File: src/rtl/arbitro_vc.sv
// Weighted round-robin arbiter: pops VC0/VC1 heads into D0/D1.
// Optional ARB_STATS_EN adds saturating per-VC grant counters.
module arbitro_vc #(
   parameter int WORD_SIZE = 6,
   parameter int DEST_BIT  = 4,
   parameter int WL        = 3,
   parameter int DEF_W0    = 2,
   parameter int DEF_W1    = 1
) (
   input  logic                 clk,
   input  logic                 reset,
   input  logic                 init,
   input  logic [WL-1:0]        weight_vc0,
   input  logic [WL-1:0]        weight_vc1,
   input  logic                 vc0_empty,
   input  logic                 vc1_empty,
   input  logic [WORD_SIZE-1:0] vc0_data,
   input  logic [WORD_SIZE-1:0] vc1_data,
   input  logic                 d0_almost_full,
   input  logic                 d1_almost_full,
   output logic                 pop_vc0,
   output logic                 pop_vc1,
   output logic                 push_d0,
   output logic                 push_d1,
   output logic [WORD_SIZE-1:0] data_out,
   output logic                 arb_active
`ifdef ARB_STATS_EN
   ,
   output logic [7:0]           grant_cnt_vc0,
   output logic [7:0]           grant_cnt_vc1
`endif
);

   localparam logic [1:0] IDLE = 2'd0;
   localparam logic [1:0] OWN0 = 2'd1;
   localparam logic [1:0] OWN1 = 2'd2;

   logic [1:0]           state_q, state_d;
   logic [WL-1:0]        credit_q, credit_d;
   logic [WL-1:0]        w0_q, w1_q;
   logic [WL-1:0]        w0m1, w1m1;
   logic                 last_q;
   logic [WORD_SIZE-1:0] data_q;
   logic                 push_d0_q, push_d1_q;
   logic                 elig0, elig1;
   logic                 gnt0, gnt1;

   // Destination pause is judged against the head word's own target
   assign elig0 = !vc0_empty &&
                  !(vc0_data[DEST_BIT] ? d1_almost_full : d0_almost_full);
   assign elig1 = !vc1_empty &&
                  !(vc1_data[DEST_BIT] ? d1_almost_full : d0_almost_full);

   assign w0m1 = w0_q - WL'(1);
   assign w1m1 = w1_q - WL'(1);

   always_comb begin
      state_d  = state_q;
      credit_d = credit_q;
      gnt0     = 1'b0;
      gnt1     = 1'b0;
      if (!reset && !init) begin
         case (state_q)
            IDLE: begin
               if (elig0 && (!elig1 || last_q)) begin
                  gnt0     = 1'b1;
                  state_d  = OWN0;
                  credit_d = w0m1;
               end else if (elig1) begin
                  gnt1     = 1'b1;
                  state_d  = OWN1;
                  credit_d = w1m1;
               end
            end
            OWN0: begin
               if (vc0_empty && vc1_empty) begin
                  state_d  = IDLE;
                  credit_d = '0;
               end else if (elig0 && credit_q != '0) begin
                  gnt0     = 1'b1;
                  credit_d = credit_q - WL'(1);
               end else if (elig1) begin
                  gnt1     = 1'b1;
                  state_d  = OWN1;
                  credit_d = w1m1;
               end else if (elig0) begin
                  gnt0     = 1'b1;
                  credit_d = w0m1;
               end
            end
            OWN1: begin
               if (vc0_empty && vc1_empty) begin
                  state_d  = IDLE;
                  credit_d = '0;
               end else if (elig1 && credit_q != '0) begin
                  gnt1     = 1'b1;
                  credit_d = credit_q - WL'(1);
               end else if (elig0) begin
                  gnt0     = 1'b1;
                  state_d  = OWN0;
                  credit_d = w0m1;
               end else if (elig1) begin
                  gnt1     = 1'b1;
                  credit_d = w1m1;
               end
            end
            default: begin
               state_d  = IDLE;
               credit_d = '0;
            end
         endcase
      end
   end

   always_ff @(posedge clk) begin
      if (reset) begin
         state_q   <= IDLE;
         credit_q  <= '0;
         last_q    <= 1'b1;
         w0_q      <= WL'(DEF_W0);
         w1_q      <= WL'(DEF_W1);
         data_q    <= '0;
         push_d0_q <= 1'b0;
         push_d1_q <= 1'b0;
      end else begin
         if (init) begin
            w0_q     <= (weight_vc0 == '0) ? WL'(1) : weight_vc0;
            w1_q     <= (weight_vc1 == '0) ? WL'(1) : weight_vc1;
            state_q  <= IDLE;
            credit_q <= '0;
         end else begin
            state_q  <= state_d;
            credit_q <= credit_d;
         end
         if (gnt0 || gnt1) begin
            last_q <= gnt1;
            data_q <= gnt1 ? vc1_data : vc0_data;
         end
         push_d0_q <= (gnt0 && !vc0_data[DEST_BIT]) ||
                      (gnt1 && !vc1_data[DEST_BIT]);
         push_d1_q <= (gnt0 && vc0_data[DEST_BIT]) ||
                      (gnt1 && vc1_data[DEST_BIT]);
      end
   end

   assign pop_vc0    = gnt0;
   assign pop_vc1    = gnt1;
   assign push_d0    = push_d0_q;
   assign push_d1    = push_d1_q;
   assign data_out   = data_q;
   assign arb_active = (state_q == OWN0) || (state_q == OWN1);

`ifdef ARB_STATS_EN
   logic [7:0] cnt0_q, cnt1_q;

   always_ff @(posedge clk) begin
      if (reset || init) begin
         cnt0_q <= '0;
         cnt1_q <= '0;
      end else begin
         if (gnt0 && cnt0_q != 8'hFF) cnt0_q <= cnt0_q + 8'd1;
         if (gnt1 && cnt1_q != 8'hFF) cnt1_q <= cnt1_q + 8'd1;
      end
   end

   assign grant_cnt_vc0 = cnt0_q;
   assign grant_cnt_vc1 = cnt1_q;
`endif

endmodule

File: config.mk
export PLATFORM = sky130hd
export DESIGN_NAME = arbitro_vc
export DESIGN_NICKNAME = d
export VERILOG_FILES = /design/src/rtl/arbitro_vc.sv
export SDC_FILE = /design/constraint.sdc
export NUM_CORES = 1
export LEC_CHECK = 0
export BUFFER_PORTS_ARGS = -buffer_cell sky130_fd_sc_hd__buf_2
export CORE_MARGIN = 2
export CORE_UTILIZATION = 45
export CTS_CLUSTER_SIZE = 30
export DETAILED_ROUTE_END_ITERATION = 8
export GPL_TIMING_DRIVEN = 0
export PLACE_DENSITY = 0.7
export SLEW_MARGIN = 25
export SYNTH_ARGS = -nofsm -noshare
export SYNTH_HDL_FRONTEND = slang
export SYNTH_SLANG_ARGS = --single-unit
File: constraint.sdc
create_clock -name clk -period 2.52 [get_ports clk]
set_input_delay 0.504 -clock clk [delete_from_list [all_inputs] [get_ports clk]]
set_output_delay 0.504 -clock clk [all_outputs]
set_load 0.005 [all_outputs]
Yosys cells after proc, flatten, opt, wreduce, memory -nomap -nowiden
Cells that the tools add are included.
- word-level logic and storage cells: 90
- memory bits (writable): 0
- memories kept: 0
- memory bits (read-only): 0
- bits in registers: 20
- input port bits: 25
- bits in latches: 0
- div/mod/pow operators: 0
- shift-type cells: 0
- add/sub/neg operators: 3
- $mul: 0
- reduce and logical (&&, ||, !) cells: 32
- mux-type cells: 41
- equality and inequality tests: 6
- order comparisons: 0
- bitwise gates (word level): 0
- operator list (operator ; count):
    $mux W3 ; 11
    $mux W1 ; 18
    $mux W2 ; 7
    $logic_and A1 B1 Y1 ; 11
    $logic_not A1 Y1 ; 9
    $ne A3 B3 Y1 const B ; 3
    $pmux W3 S3 ; 1
    $sub A3 B1 Y3 const B ; 3
    $logic_not A3 Y1 ; 2
    $mux W6 ; 1
    $pmux W1 S3 ; 2
    $pmux W2 S3 ; 1
    $logic_or A1 B1 Y1 ; 5
    $ne A5 B5 Y1 const B ; 1
    $reduce_and A4 Y1 ; 1
    $reduce_bool A3 Y1 ; 1
    $eq A2 B1 Y1 const B ; 1
    $eq A2 B2 Y1 const B ; 1
    $logic_not A2 Y1 ; 1
    $reduce_and A2 Y1 ; 1
    $reduce_or A2 Y1 ; 1

Depth between registers and ports, before layout
- depth in word-level cells: 11
- gate-level depth with buffers: 9
- gate-level depth less buffers: 9

Worst setup path before layout
OpenSTA, ideal clock, no wires.
- path kind: input-to-output
- start: in vc1_data[4]
- end: out pop_vc0
- required time: 2.016 ns
- stages: 5
- data arrival time: 1.731 ns
- slack: 0.285 ns
- cell sequence: mux2_2 -> or3_1 -> o2bb2ai_2 -> a21oi_4 -> clkinv_2
- longest elaborated chain between the ends: 9
- elaborated cells on any way between the ends: 15
- ends and longest elaborated chain (what ; line ; source):
    start: declaration ; 18 ; input logic [WORD_SIZE-1:0] vc1_data,
    $mux W1 * ; 52 ; !(vc1_data[DEST_BIT] ? d1_almost_full : d0_almost_full);
    $logic_not A1 Y1 * ; 52 ;
    $logic_and A1 B1 Y1 * ; 51 ; assign elig1 = !vc1_empty &&
    $logic_not A1 Y1 ; 65 ; if (elig0 && (!elig1 || last_q)) begin
    $logic_or A1 B1 Y1 ; 65 ;
    $logic_and A1 B1 Y1 ; 65 ;
    $mux W1 ; 65 ;
    $pmux W1 S3 * ; 63 ; case (state_q)
    $mux W1 * ; 62 ; if (!reset && !init) begin
    end: declaration ; 21 ; output logic pop_vc0,
Mark *: on every way between the ends. The rest lies on a longest branch, timed or not.

Worst setup path in the final report
- start: in vc0_data[4]
- end: out pop_vc1
- longest elaborated chain between the ends: 8
- elaborated cells on any way between the ends: 13
- ends and longest elaborated chain (what ; line ; source):
    start: declaration ; 17 ; input logic [WORD_SIZE-1:0] vc0_data,
    $mux W1 * ; 50 ; !(vc0_data[DEST_BIT] ? d1_almost_full : d0_almost_full);
    $logic_not A1 Y1 * ; 50 ;
    $logic_and A1 B1 Y1 * ; 49 ; assign elig0 = !vc0_empty &&
    $mux W1 or $logic_and A1 B1 Y1 (tied branches) ; 98, 79 ;
    $mux W1, on equally long branches ; 95, 79 ;
    $mux W1, on equally long branches ; 92, 76 ;
    $pmux W1 S3 * ; 63 ;
    $mux W1 * ; 62 ;
    end: declaration ; 22 ; output logic pop_vc1,
Marks and branches as above.

==> impl_metrics.env <==
export IMPL_crit_arrival_ns=1.96
export IMPL_dr_total_vias=1464
export IMPL_worstSetupEndpointType="output pin"
export IMPL_cp_start_kind="primary input"
export IMPL_dpl_instance_area_um2=1620
export IMPL_syn_nets=208
export IMPL_cp_required_ns=2.02
export IMPL_setup_ws_ns=0.0570
export IMPL_synth_seq_cells=20
export IMPL_drive_gt1_share_pct=35.3
export IMPL_fmax_mhz=406
export IMPL_diodes=0
export IMPL_cpPeakStageDelay_ns=0.33
export IMPL_synthAdderAreaFrac_pct=7.16
export IMPL_port_buffers=35
export IMPL_place_congestion=0.878
export IMPL_hold_viol=0
export IMPL_cp_top_family="compound AO/OA/AOI/OAI gates"
export IMPL_ys_seq_area_share_pct=28.6
export IMPL_gr_total_overflow=0
export IMPL_grt_pass1_vias=1362
export IMPL_clk_latency_ns=0.31
export IMPL_skew_ns=0.00241
export IMPL_dpl_worst_slack_ns=-0.176
export IMPL_hpwl_mm=2.82
export IMPL_globalRouteTotalUtil_pct=22.7
export IMPL_wire_per_inst_um=15.5
export IMPL_coreArea_um2=3000
export IMPL_worstSetupPathType="in2out"
export IMPL_synthMuxAreaShare_pct=4.03
export IMPL_worst_slew_pin_slew_ns=0.580
export IMPL_path_cells="buf_4 -> mux2_4 -> or2_4 -> a221o_1 -> o21ai_2 -> inv_2 -> buf_2"
export IMPL_dieWidth_um=59.8
export IMPL_ys_types=52
export IMPL_synthXorXnorAreaFrac_pct=1.88
export IMPL_grt_antenna_before_repair=0
export IMPL_power_density_nw_per_um2=436
export IMPL_status="complete, no violations"
export IMPL_vdd_drop_max_uv=318
export IMPL_synth_compound_area_share_pct=31.8
export IMPL_syn_inst=175
export IMPL_hold_class="in2reg"
export IMPL_syn_avg_cell_area_um2=7.99
export IMPL_cts_buffers=3
export IMPL_ant_nets=0
export IMPL_p_leak_nw=0.788
export IMPL_min_period_ns=2.46
export IMPL_fin_area_um2=1820
export IMPL_synth_edf_count=0
export IMPL_yosys_warnings=0
export IMPL_finalMaxSlewViolations=0
export IMPL_grt_start_max_net_pins=13
export IMPL_finalNetCount=255
export IMPL_synthesis_area_um2=1400
export IMPL_layout_common_cells="34 x buf_2, 22 x nor2_1, 17 x dfxtp_1"
export IMPL_worstPathMaxFanout=6
export IMPL_ys_flop_type="dfxtp_1"
export IMPL_cts_tree="done"
export IMPL_drtIter0Drc=68
export IMPL_postRouteWirelength_mm=3.93
export IMPL_cts_sinks=20
export IMPL_crit_slowest_cell="a221o_1"
export IMPL_dieArea_um2=3570
export IMPL_row_count=20
export IMPL_power_uw=794
export IMPL_start_util_pct=46.6
export IMPL_ff2ff_setup_slack_ns=0.45
export IMPL_ys_async_sr_fraction_pct=0
export IMPL_io_pins=36
export IMPL_vias_per_cell=5.76
export IMPL_htreeDepth=1
export IMPL_fillerInstances=263
export IMPL_period_share_pct=97.7
export IMPL_clock_path_buffers=2
export IMPL_area_growth_pct=30.3
export IMPL_setup_viol=0
export IMPL_relSlewSlack_pct=61.4
export IMPL_grt_pass1_wl_mm=6.13
export IMPL_synth_top_family_by_area="compound AO/OA/AOI/OAI gates"
export IMPL_die_h_um=59.8
export IMPL_drc_errors=0
export IMPL_layout_commonest_cell="buf_2"
export IMPL_cts_clk_slew_worst_paths_ns=0.12
export IMPL_firstDrtPassIters=4
export IMPL_worstPathBufferInverterCount=3
export IMPL_synth_simple_area_share_pct=20.0
export IMPL_maxCapViolations=0
export IMPL_cts_root_buf="clkbuf_4"
==> sequential cells by signal, summed over array words and instances (netlist names) <==
name	cells
credit_q	3
data_out	6
last_q	1
push_d0	1
push_d1	1
state_q	2
w0_q	3
w1_q	3
==> Yosys cell counts (all sizes together), types with 3 or more instances <==
master  count  area, µm²
nor3        4       20.0
inv        16       60.1
clkbuf      4       15.0
o211ai      3       22.5
ha          8        100
nor2       23       86.3
a311oi      6       58.8
o21ai       6       30.0
nand2      16       60.1
a21oi      11       66.3
dfxtp      20        400
or2         5       33.8
o31a        3       26.3
mux2i       3       30.0
nand3       6       30.0
==> area by class of cell <==
type                    instances  area (µm²)  share of cell area (%)
plain buffers                   5        25.0                    1.37
clock buffers                   3        22.5                    1.24
clock inverters                 1        30.0                    1.65
inverters                      17        65.1                    3.57
multi-input cells             132         992                    54.4
flip-flops and latches         20         409                    22.4
well taps                      33        41.3                    2.26
repair buffers                 43         238                    13.0
==> kinds of logic (layout without fill, tap and decap cells) <==
family / count (synthesis) / count (layout)
AO/OA/AOI/OAI: 54 / 54
multiplexers: 5 / 5
adder cells (fa/ha/maj): 8 / 8
flip-flops: 20 / 20
XOR/XNOR: 3 / 3
AND/OR/NAND/NOR: 62 / 62
buffers and inverters: 23 / 69
==> metal layers <==
layer	share of wire [%]	GRT usage, %	vias to the layer above
li1	-	-	733
met1	45	28.9	694
met2	50	39.4	33
met3	3.6	4.76	4
met4	0.79	4.44	0
met5	0	0	-
==> path summary, 6_finish.rpt <==
check	startpoint	to	depth (start not counted)
setup reg to reg	credit_q[0]	credit_q[0]	8
hold reg to reg	data_out[5]	data_out[5]	2
setup / recovery	vc0_data[4]	pop_vc1	7
hold / removal	reset	data_out[0]	2
==> stage by stage <==
step	util [%]	hold WS [ns]	cells	setup TNS (ns)
6_report	60.7	0.384	254	0
2_1_floorplan	-	0.459	175	0
3_5_place_dp	53.8	0.468	243	-0.188
4_1_cts	58.4	0.363	251	0
5_1_grt	60.7	0.381	254	-0.00424
3_3_place_gp	53.8	0.456	243	-0.161
==> where the power goes <==
part	internal [mW]	switching (mW)	leakage, nW
clock	0.161	0.110	0.0279
sequential	0.330	0.00831	0.166
combinational	0.0842	0.101	0.595
==> worst register-to-register path: stages, from the launching register on <==
cell and delay (ns):
dfxtp_2 0.37, inv_2 0.05, ha_1 0.20, nor2b_4 0.15, buf_4 0.15, o32a_1 0.34, a31oi_1 0.26, nor3_1 0.09
a221o_1 0.35
==> what timing repair did <==
action                     CTS  global route
setup endpoints to repair    2             2
setup buffers                4             4
pin swaps                    2             4
gates resized for setup     14            12
hold buffers                 0             0
(Power assumes the default switching activity.)
